## src/rtl/reg_window_ctrl.sv

```systemverilog
// reg_window_ctrl: register-window pointer with spill/fill of the oldest window pair to a memory stack
module reg_window_ctrl #(
    parameter int SP_W = 4
) (
    input  logic            clk,
    input  logic            rst,
    input  logic            call,
    input  logic            ret,
    output logic [1:0]      window,
    output logic            busy,
    output logic            win_err,
    output logic            rf_ovr,
    output logic [1:0]      rf_window,
    output logic [1:0]      rf_ri,
    output logic            rf_reg_write,
    output logic [15:0]     rf_wdata,
    input  logic [15:0]     rf_read_data1,
    output logic            mem_req,
    output logic            mem_we,
    output logic [SP_W-1:0] mem_addr,
    output logic [15:0]     mem_wdata,
    input  logic [15:0]     mem_rdata,
    input  logic            mem_ack
);
    typedef enum logic [2:0] {IDLE, SPILL0, SPILL1, FILL0, FILL1} state_e;
    state_e          state_q, state_d;
    logic [1:0]      cwp_q, cwp_d, res_q, res_d;
    logic [SP_W:0]   sp_q, sp_d;
    logic            err_q, err_d;
    logic            spill, fill, k;
    logic [SP_W-1:0] sp_lo;
    always_ff @(posedge clk) begin
        if (rst) begin
            state_q <= IDLE;
            cwp_q   <= '0;
            res_q   <= 2'd1;
            sp_q    <= '0;
            err_q   <= 1'b0;
        end else begin
            state_q <= state_d;
            cwp_q   <= cwp_d;
            res_q   <= res_d;
            sp_q    <= sp_d;
            err_q   <= err_d;
        end
    end
    // sp_q never exceeds 2^SP_W, so its top bit alone flags a full stack
    always_comb begin
        state_d = state_q;
        cwp_d   = cwp_q;
        res_d   = res_q;
        sp_d    = sp_q;
        err_d   = 1'b0;
        case (state_q)
            IDLE: begin
                if (call && ret) begin
                    err_d = 1'b1;
                end else if (call) begin
                    if (res_q != 2'd3) begin
                        cwp_d = cwp_q + 2'd1;
                        res_d = res_q + 2'd1;
                    end else if (!sp_q[SP_W]) begin
                        state_d = SPILL0;
                    end else begin
                        err_d = 1'b1;
                    end
                end else if (ret) begin
                    if (res_q != 2'd1) begin
                        cwp_d = cwp_q - 2'd1;
                        res_d = res_q - 2'd1;
                    end else if (sp_q != '0) begin
                        state_d = FILL0;
                    end else begin
                        err_d = 1'b1;
                    end
                end
            end
            SPILL0: state_d = mem_ack ? SPILL1 : SPILL0;
            SPILL1: begin
                if (mem_ack) begin
                    state_d = IDLE;
                    cwp_d   = cwp_q + 2'd1;
                    sp_d    = sp_q + (SP_W+1)'(2);
                end
            end
            FILL0: state_d = mem_ack ? FILL1 : FILL0;
            FILL1: begin
                if (mem_ack) begin
                    state_d = IDLE;
                    cwp_d   = cwp_q - 2'd1;
                    sp_d    = sp_q - (SP_W+1)'(2);
                end
            end
            default: state_d = IDLE;
        endcase
    end
    assign spill        = (state_q == SPILL0) || (state_q == SPILL1);
    assign fill         = (state_q == FILL0) || (state_q == FILL1);
    assign k            = (state_q == SPILL1) || (state_q == FILL1);
    assign sp_lo        = sp_q[SP_W-1:0];
    assign window       = cwp_q;
    assign busy         = state_q != IDLE;
    assign win_err      = err_q;
    assign rf_ovr       = spill || fill;
    assign rf_window    = spill ? cwp_q - 2'd2 : fill ? cwp_q - 2'd1 : 2'd0;
    assign rf_ri        = (spill || fill) ? {1'b0, k} : 2'd0;
    assign rf_reg_write = fill && mem_ack;
    assign rf_wdata     = (fill && mem_ack) ? mem_rdata : 16'd0;
    assign mem_req      = spill || fill;
    assign mem_we       = spill;
    assign mem_addr     = spill ? sp_lo + SP_W'(k) : fill ? sp_lo - SP_W'(2) + SP_W'(k) : '0;
    assign mem_wdata    = spill ? rf_read_data1 : 16'd0;
endmodule

```

## config.mk

```make
export PLATFORM = sky130hd
export DESIGN_NAME = reg_window_ctrl
export DESIGN_NICKNAME = d
export VERILOG_FILES = /design/src/rtl/reg_window_ctrl.sv
export SDC_FILE = /design/constraint.sdc
export NUM_CORES = 1
export LEC_CHECK = 0
export CAP_MARGIN = 20
export CORE_AREA = 3 3 63 65
export DETAILED_ROUTE_END_ITERATION = 16
export DIE_AREA = 0 0 66 68
export PLACE_DENSITY = 0.76
export SYNTH_ARGS = -nofsm -noshare
export SYNTH_HDL_FRONTEND = slang
export SYNTH_SLANG_ARGS = --single-unit
```

## constraint.sdc

```tcl
create_clock -name clk -period 2.71 [get_ports clk]
set_input_delay 0.542 -clock clk [delete_from_list [all_inputs] [get_ports clk]]
set_output_delay 0.542 -clock clk [all_outputs]
set_load 0.02 [all_outputs]
```

==> results.sh <==
export IMPL_synth_edf_count=0
export IMPL_synth_top_area_frac=0.193
export IMPL_swShare=0.461
export IMPL_hpwl_um=3180
export IMPL_root_buffer="clkbuf_4"
export IMPL_setup_tns_ns=0
export IMPL_port_buffers=83
export IMPL_die_x_um=66
export IMPL_grt_total_usage=0.165
export IMPL_pwr_share_seq=0.160
export IMPL_routedWlPerCell_um=14.0
export IMPL_synth_top_flop_cell="dfxtp_1"
export IMPL_cts_tree="done"
export IMPL_fin_util=0.660
export IMPL_ys_seq_elements=12
export IMPL_period_share=0.943
export IMPL_synth_nets=214
export IMPL_dieArea_sq_um=4490
export IMPL_place_inst=294
export IMPL_drive_gt1_frac=0.0675
export IMPL_cts_hold_fix_buffers=0
export IMPL_finalNonFillerCells=298
export IMPL_ant_nets=0
export IMPL_end_kind="output port"
export IMPL_vias=1400
export IMPL_seq_area_frac_synth=0.193
export IMPL_grt_max_degree=22
export IMPL_cts_made_buffers=3
export IMPL_path_max_fanout=17
export IMPL_p_per_area_nw_per_um2=797
export IMPL_vdd_ir_drop_max_uv=483
export IMPL_cts_sinks=12
export IMPL_layout_min_cycle_time_ns=2.56
export IMPL_internal_power_w=0.000961
export IMPL_rsz0062_at_grt="no"
export IMPL_rows=21
export IMPL_nFillCells=311
export IMPL_status="complete, no violations"
export IMPL_critPathMaxStageDelay_ns=0.63
export IMPL_fin_skew_ns=0.00447
export IMPL_critical_path_buf_inv_count=2
export IMPL_post_place_ws_ns=0.0416
export IMPL_setup_viol=0
export IMPL_antenna_found_initial=0
export IMPL_n_antenna_cell=0
export IMPL_dr_first_iter_drc_count=61
export IMPL_critPathLaunchType="flip-flop"
export IMPL_vias_per_cell=4.70
export IMPL_ios=85
export IMPL_yosysTopAreaCell="dfxtp_1"
export IMPL_p_sw_w=0.000821
export IMPL_clkPwrFrac=0.079
export IMPL_comb_power_share=0.761
export IMPL_initial_utilization=0.367
export IMPL_die_h_um=68
export IMPL_yosysUniqueCellTypes=47
export IMPL_dr_pass1_iters=4
export IMPL_fmax_mhz=391
export IMPL_htreeDepth=1
export IMPL_floorplan_core_area_sq_um=3390
export IMPL_critPathRequiredTime_ns=2.17
export IMPL_max_cap_viol_count=0
export IMPL_hold_viol=0
export IMPL_synth_area_leaders="dfxtp_1 (19%), and2_1 (16%), ha_1 (5.0%)"
export IMPL_holdWs_ns=0.528
export IMPL_hold_class="flip-flop to flip-flop"
export IMPL_yosys_warnings=0
export IMPL_finalWorstSetupSlack_ns=0.153
export IMPL_timing_final_max_slew_violations=0
export IMPL_grt_pass1_vias=1188
export IMPL_cpLargestDelayFamily="buffers and inverters"
export IMPL_multi_input_comb_area_sq_um=896
export IMPL_syn_avg_cell_area_sq_um=7.24
export IMPL_arrival_ns=2.01
export IMPL_p_leak_nw=1.43
export IMPL_syn_inst=172
export IMPL_grt_first_pass_wirelength_um=5830
export IMPL_clkSlewWorstSetupHoldPaths_ns=0.07
export IMPL_async_reset_ff_frac=0
export IMPL_cp_slowest_cell="clkdlybuf4s50_1"
export IMPL_path_cells="or3b_1 -> a21boi_1 -> buf_4 -> clkdlybuf4s50_1"
export IMPL_route_detailed_drc=0
export IMPL_regArea_sq_um=241
export IMPL_syn_area_sq_um=1240
export IMPL_worstSetupPathType="flip-flop to output port"
export IMPL_gr_total_overflow=0
export IMPL_drt_total_wl_um=4180
export IMPL_syn_to_final_growth_pct=79.6
export IMPL_cts_max_path_buffers=2
export IMPL_layout_nets=295
export IMPL_clkLatencyLatePin_ns=0.27
export IMPL_gp_congestion=0.764
tightest hold or removal path: cells and delay by family (launching register included):
family	cells	cell delay, ns
flip-flops	1	0.34
AO/OA/AOI/OAI	2	0.14
cell type report:
cell class                      count  area share
Timing Repair Buffer               94       0.439
Multi-Input combinational cell    136       0.401
Sequential cell                    12       0.108
Tap cell                           46      0.0257
Clock buffer                        4      0.0162
Inverter                            6      0.0101
cells in the mapped netlist, drive strengths merged, types with 2 or more instances:
cell type	count
xnor2	7
clkbuf	11
nor3	3
nand2b	4
xor2	5
o22ai	2
nor2b	2
a31oi	2
nor3b	3
nand3	2
a21boi	2
or3	2
nor2	12
or3b	2
dfxtp	12
and2	32
inv	6
o21ai	6
nand2	8
a21oi	12
nor4b	2
buf	7
and3	5
ha	5
path summary, 6_finish.rpt:
kind | startpoint | end | slack (ns) | depth (start not counted)
worst max-delay path | state_q[2]$_SDFFE_PP0P_ | rf_reg_write | 0.15 | 4
worst min-delay path | sp_q[4]$_SDFFE_PP0P_ | sp_q[4]$_SDFFE_PP0P_ | 0.53 | 2
worst max register to register | state_q[2]$_SDFFE_PP0P_ | window[1]$_SDFFE_PP0P_ | 0.71 | 5
worst min register to register | sp_q[4]$_SDFFE_PP0P_ | sp_q[4]$_SDFFE_PP0P_ | 0.53 | 2
logic make-up after synthesis:
family / Yosys count / share of synthesized area
and+or+nand+nor: 81 / 0.380
AOI/OAI and AO/OA: 35 / 0.185
buffers and inverters: 24 / 0.0874
xor gates and xnor gates: 12 / 0.0844
DFF: 12 / 0.193
adders and majority gates: 5 / 0.0503
muxes: 2 / 0.0171
other: 1 / 0.00301
flip-flops by register name (all words and copies together) (netlist names):
| name | count |
|---|---|
| state_q | 3 |
| sp_q | 4 |
| win_err | 1 |
| res_q | 2 |
| window | 2 |
timing repair:
item | in CTS | in global routing
endpoints found under the setup margin | 18 | 29
resized for setup | 7 | 30
buffers inserted | 0 | 0
metrics by stage:
stage	instance area (sq um)	power, W
2_1_floorplan	1240	0.00110
3_3_place_gp	2130	0.00166
3_5_place_dp	2130	0.00167
4_1_cts	2160	0.00182
5_1_grt	2240	0.00192
6_report	2240	0.00178
placed cells by master (no fill, tap or decap), types with 3 or more instances in the layout:
cell type,count
clkbuf_4,3
dlygate4sd2_1,6
ha_1,5
nor2_1,12
nand2b_1,4
dlymetal6s2s_1,29
dfxtp_1,11
xnor2_1,7
buf_4,10
inv_1,6
a21oi_1,12
nor3b_1,3
clkdlybuf4s50_1,48
o21ai_0,5
xor2_1,5
nand2_1,8
nor3_1,3
and2_1,32
and3_1,5
power groups by stage:
stage	registers, W	logic (W)	clock network, W
CTS	0.000282	0.00139	0.000149
global placement	0.000285	0.00138	0
finish	0.000285	0.00136	0.000140
global route	0.000295	0.00146	0.000158
detailed placement	0.000286	0.00138	0
floorplan	0.000284	0.000815	0
layer usage:
layer / vias up / wire (um) / share of wire / global-route usage
met5: - / 0 / 0 / 0
met4: 0 / 38 / 0.0091 / 0.0305
met2: 22 / 2350 / 0.56 / 0.289
met3: 4 / 113 / 0.027 / 0.0296
met1: 633 / 1680 / 0.40 / 0.213
li1: 741 / - / - / -
(Power assumes the default switching activity.)
